[src/rtl/serial_and16.sv]
// Serial 16-bit AND: one bit per cycle, LSB first, through a 1-bit datapath, with valid/ready handshakes.
// Optional macro SERIAL_AND16_NAND_EN adds a nand_sel input, sampled at accept, that inverts every result bit.
module serial_and16 (
  input  logic        clock,
  input  logic        reset,
  input  logic        in_valid,
  output logic        in_ready,
  input  logic [15:0] a,
  input  logic [15:0] b,
  output logic        out_valid,
  input  logic        out_ready,
  output logic [15:0] out,
  output logic        busy
`ifdef SERIAL_AND16_NAND_EN
  ,
  input  logic        nand_sel
`endif
);

  typedef enum logic [1:0] {
    IDLE  = 2'd0,
    SHIFT = 2'd1,
    DONE  = 2'd2
  } state_e;

  state_e      state_q, state_d;
  logic [15:0] a_q, a_d;
  logic [15:0] b_q, b_d;
  logic [15:0] res_q, res_d;
  logic [3:0]  cnt_q, cnt_d;
  logic        bit_res;

`ifdef SERIAL_AND16_NAND_EN
  logic        nand_q, nand_d;

  assign bit_res = (a_q[0] & b_q[0]) ^ nand_q;
`else
  assign bit_res = a_q[0] & b_q[0];
`endif

  always_comb begin
    state_d = state_q;
    a_d     = a_q;
    b_d     = b_q;
    res_d   = res_q;
    cnt_d   = cnt_q;
`ifdef SERIAL_AND16_NAND_EN
    nand_d  = nand_q;
`endif
    case (state_q)
      IDLE: begin
        if (in_valid) begin
          a_d     = a;
          b_d     = b;
          res_d   = 16'h0000;
          cnt_d   = 4'd0;
`ifdef SERIAL_AND16_NAND_EN
          nand_d  = nand_sel;
`endif
          state_d = SHIFT;
        end
      end
      SHIFT: begin
        // The newest bit enters at the MSB, so after 16 shifts bit 0 has reached position 0.
        a_d   = {1'b0, a_q[15:1]};
        b_d   = {1'b0, b_q[15:1]};
        res_d = {bit_res, res_q[15:1]};
        cnt_d = cnt_q + 4'd1;
        if (cnt_q == 4'd15) begin
          state_d = DONE;
        end
      end
      DONE: begin
        if (out_ready) begin
          state_d = IDLE;
        end
      end
      default: begin
        state_d = IDLE;
      end
    endcase
  end

  always_ff @(posedge clock) begin
    if (reset) begin
      state_q <= IDLE;
      a_q     <= 16'h0000;
      b_q     <= 16'h0000;
      res_q   <= 16'h0000;
      cnt_q   <= 4'd0;
`ifdef SERIAL_AND16_NAND_EN
      nand_q  <= 1'b0;
`endif
    end else begin
      state_q <= state_d;
      a_q     <= a_d;
      b_q     <= b_d;
      res_q   <= res_d;
      cnt_q   <= cnt_d;
`ifdef SERIAL_AND16_NAND_EN
      nand_q  <= nand_d;
`endif
    end
  end

  assign in_ready  = (state_q == IDLE);
  assign busy      = (state_q == SHIFT);
  assign out_valid = (state_q == DONE);
  assign out       = res_q;

endmodule

[config.mk]
export PLATFORM = sky130hd
export DESIGN_NAME = serial_and16
export DESIGN_NICKNAME = d
export VERILOG_FILES = /design/src/rtl/serial_and16.sv
export SDC_FILE = /design/constraint.sdc
export NUM_CORES = 1
export LEC_CHECK = 0
export ABC_AREA = 1
export ABC_CLOCK_PERIOD_IN_PS = 1300
export CAP_MARGIN = 10
export CORE_ASPECT_RATIO = 1.1
export CORE_MARGIN = 2
export CORE_UTILIZATION = 50
export DETAILED_ROUTE_END_ITERATION = 10
export DONT_BUFFER_PORTS = 1
export GPL_ROUTABILITY_DRIVEN = 0
export HOLD_SLACK_MARGIN = 0.12
export PLACE_DENSITY = 0.68
export SYNTH_ARGS = -nofsm -noshare
export SYNTH_HDL_FRONTEND = slang
export SYNTH_SLANG_ARGS = --single-unit
export TNS_END_PERCENT = 5
[constraint.sdc]
create_clock -name clock -period 1.3 [get_ports clock]
set_clock_uncertainty 0.15 [all_clocks]
set_input_delay 0.26 -clock clock [delete_from_list [all_inputs] [get_ports clock]]
set_output_delay 0.26 -clock clock [all_outputs]
set_load 0.1 [all_outputs]
# Yosys cells after proc, flatten, opt, wreduce, memory -nomap -nowiden

Index checks and enable logic that the tools add are counted.

Flip-flop bits (word level): 54
Output and inout bits: 19
Word-level logic and storage cells: 29

Add/sub/neg operators: 1
Equal/unequal tests: 6
Multiplexer cells: 12
Bitwise gates (word level): 1
Reductions and logical operators: 4

Operators by type and width:

| cell                | number |
|---|---|
| $pmux 16 s2         | 3 |
| $mux 16             | 3 |
| $pmux 4 s2          | 1 |
| $mux 2              | 3 |
| $pmux 2 s3          | 1 |
| $add 4x1->4 const B | 1 |
| $eq 4x4->1 const B  | 1 |
| $mux 4              | 1 |
| $ne 2x1->1 const B  | 2 |
| $reduce_and 3->1    | 1 |
| $eq 2x1->1 const B  | 1 |
| $eq 2x2->1 const B  | 1 |
| $logic_not 2->1     | 1 |
| $ne 2x2->1 const B  | 1 |
| $reduce_and 2->1    | 1 |
| $reduce_bool 2->1   | 1 |
| $and 1x1->1         | 1 |

# Longest topological paths before layout

Word-level depth: 3
Depth in mapped cells: 8
Mapped depth without buffers: 7

# Worst setup path after synthesis

Ideal clock, no wire load.

Kind: flip-flop to output port
Start: register state_q[1]
End: output port out_valid
Arrival time: 1.708 ns
Data required time: 0.890 ns
Path slack: -0.818 ns
Stages on the path, launching flop included: 3
Path through: dfxtp_1 -> inv_2 -> nor2_1

Longest elaborated chain between the ends: 1

RTL lines:

| element                | line | text |
|---|---|---|
| start, declared        | 26   | `state_e state_q, state_d;` |
| start signal, assigned | 95   | `state_q <= state_d;` |
| $eq 2x2->1             | 108  | `assign out_valid = (state_q == DONE);` |
| end, declared          | 10   | `output logic out_valid,` |

Every way passes these cells.

# Worst setup path in the final report

Start: register state_q[0]
End: output port in_ready

Longest elaborated chain between the ends: 1

RTL lines:

| element         | line | text |
|---|---|---|
| $logic_not 2->1 | 106  | `assign in_ready = (state_q == IDLE);` |
| end, declared   | 7    | `output logic in_ready,` |

Every way passes these cells.

==> results_dict.tcl <==
set metrics [dict create \
    async_flop_share_pct 0 \
    synth_area_per_cell_um2 6.52 \
    synth_edf_count 0 \
    placementRows 26 \
    drive_above_1_share_pct 18.5 \
    seq_area_frac_synth_pct 44.5 \
    num_vias 2350 \
    dp_hpwl_um 3570 \
    clock-root-buffer "clkbuf_8" \
    avgViaCountPerCell 5.10 \
    whs_ns -0.143 \
    clock_latency_ns 0.30 \
    hold_depth 1 \
    nets 442 \
    die_area_um2 5440 \
    hold_buffers 11 \
    yosysWarnings 0 \
    rsz0062_at_grt "true" \
    hold_path.class "in -> reg" \
    postRouteAntennaNets 0 \
    grt_first_pass_wirelength_um 9250 \
    cp.arrival_ns 1.09 \
    cts_tree "yes" \
    syn_to_final_growth_pct 32.6 \
    antenna_found_initial 0 \
    fin_crit_sh_pct 115 \
    fin_crit_ns 1.50 \
    synth_top_area_share_pct 44.5 \
    netlist_area_um2 2430 \
    gr-max-usage-layer "met2" \
    p_leak_nw 1.40 \
    wl_per_cell_um 12.1 \
    cts_buffers 5 \
    grt.overflow.total 0 \
    power_density_nw_per_um2 1090 \
    peakVddDrop_uv 749 \
    synth.distinct_cells 15 \
    drc_errors 0 \
    setup_viol 28 \
    synthMostInstantiatedCell "nand2_1" \
    grt_use_met1_pct 24.0 \
    cts.sinks 54 \
    use_met2_pct 37.7 \
    slew-limit-headroom_pct 80.0 \
    yosys-top-cells-area "dfxtp_1 (44%), nand2_1 (17%), nand3_1 (11%), nor2_1 (10%), inv_1 (5.6%)" \
    outcome "finished with violations" \
    p_total_mw 3.50 \
    cts_max_level 2 \
    max_stage_delay_ns 0.37 \
    grt_pass1_vias 2170 \
    ff2ff_path_depth 8 \
    synthTopCellsByCount "nand2_1 (108), nor2_1 (68), dfxtp_1 (54), nand3_1 (54), inv_1 (36)" \
    cp.required_ns 0.89 \
    critPathBufInv 2 \
    grt_max_degree 43 \
    dp_cells 440 \
    yosys.area.top_type "dfxtp_1" \
    port_buffers 0 \
    cts.reportedPaths.clkPinSlew_ns 0.09 \
    cp_slowest_cell "dfxtp_4" \
    path_common_cell "buf_12" \
    violations "negative hold slack, negative setup slack" \
    routed_wl_um 5570 \
    cp_cell_sequence "nor2_4 -> buf_12 -> buf_12" \
    fin_ws_ns -0.200 \
    cp-start-kind "register" \
    fin_cells 461 \
    syn-instance-count 373 \
    synth_ff_type "dfxtp_1" \
    drv_cap 0 \
    finalMaxSlewViolations 0 \
    crit_type "reg -> out" \
    syn-num-nets 410 \
    start_util_pct 52.3 \
    worstMarginPinSlew_ns 0.299 \
    cp.depth 3 \
    dieWidth_um 70.5 \
    clk_path_buf_depth 2 \
    timing.fmax_mhz 666 \
    met3_usage_pct 2.76 \
    cp-end-kind "output pin" \
    die_height_um 77.1 \
    worstPathMaxFanout 4 \
    ios 55 \
    hold_viol_final 41 \
    synth-seq-cells 54 \
    coreArea_um2 4650 \
    n_antenna_cell 0 \
    track_usage_pct 20.7 \
    drt_pass1_iterations 4 \
    critPathTopFamily "flip-flops" \
    first_iter_violations 100 \
]
## flip-flops by register name (all words and copies together), names as in the netlist
signal   count
a_q         16
b_q         16
cnt_q        4
out         16
state_q      2
## cells in the final DEF, fill, tap and decap left out
| cell type | count |
|---|---|
| nand2_1 | 105 |
| nor2_1 | 66 |
| nand3_1 | 53 |
| dfxtp_1 | 36 |
| inv_1 | 35 |
| buf_12 | 23 |
| a21oi_1 | 19 |
| dfxtp_2 | 16 |
| dlygate4sd3_1 | 11 |
| buf_4 | 10 |
| clkbuf_8 | 5 |
| buf_6 | 5 |
| a21oi_2 | 4 |
| nor2_4 | 3 |
| nand2_2 | 3 |
| inv_2 | 2 |
| clkbuf_1 | 2 |
| dfxtp_4 | 2 |
| o21ai_0 | 1 |
| o21ai_1 | 1 |
| nor2_2 | 1 |
| nand3_2 | 1 |
| ha_1 | 1 |
## layer usage
metal	vias to the layer above	wire length, um
met5	-	0
met4	0	81
met1	1055	2380
met2	79	2790
met3	7	317
li1	1209	-
## report_power, final
| part | leakage (nW) | switching [mW] | internal [mW] |
|---|---|---|---|
| sequential | 0.450 | 0.0536 | 1.74 |
| combinational | 0.910 | 0.463 | 0.355 |
| clock | 0.0383 | 0.511 | 0.373 |
## repair_timing
| item | CTS | global route |
|---|---|---|
| buffers inserted | 3 | 0 |
| hold endpoints to repair | 52 | 49 |
| pin swaps | 3 | 4 |
| endpoints found under the setup margin | 64 | 57 |
| gates resized for setup | 13 | 14 |
## layout make-up
cell class / instances / area, um2
flip-flops and latches: 54 / 1110
fillers: 394 / 1430
inverters: 37 / 139
well taps: 56 / 70.1
clock buffers: 7 / 76.3
repair buffers: 49 / 702
multi-input cells: 258 / 1130
## per-stage QoR
step / TNS (ns) / cell area [um2] / setup slack (ns) / hold WS [ns] / utilization, %
2_1_floorplan: -1.61 / 2470 / -0.115 / 0.277 / -
3_3_place_gp: -0.780 / 2950 / -0.0283 / 0.178 / 63.4
3_5_place_dp: -2.63 / 2950 / -0.116 / 0.180 / 63.4
4_1_cts: -1.94 / 3180 / -0.204 / -0.145 / 68.3
5_1_grt: -3.79 / 3220 / -0.233 / -0.154 / 69.3
6_report: -1.08 / 3220 / -0.200 / -0.143 / 69.3
## cells by family (layout without fill, tap and decap cells)
kind of cell	after synthesis	count (layout)	share of synthesized area [%]
AND/OR/NAND/NOR	232	232	39.0
flip-flops	54	54	44.5
buffers and inverters	61	93	10.9
AO/OA/AOI/OAI	25	25	5.15
adder cells (fa/ha/maj)	1	1	0.515
## final timing paths
check	start	to	slack, ns
setup / recovery	state_q[0]	in_ready	-0.20
hold / removal	reset	out[13]	-0.14
setup reg to reg	state_q[0]	b_q[6]	-0.05
hold reg to reg	a_q[15]	a_q[15]	0.33
Note: power is estimated with default switching activity, not from simulation.
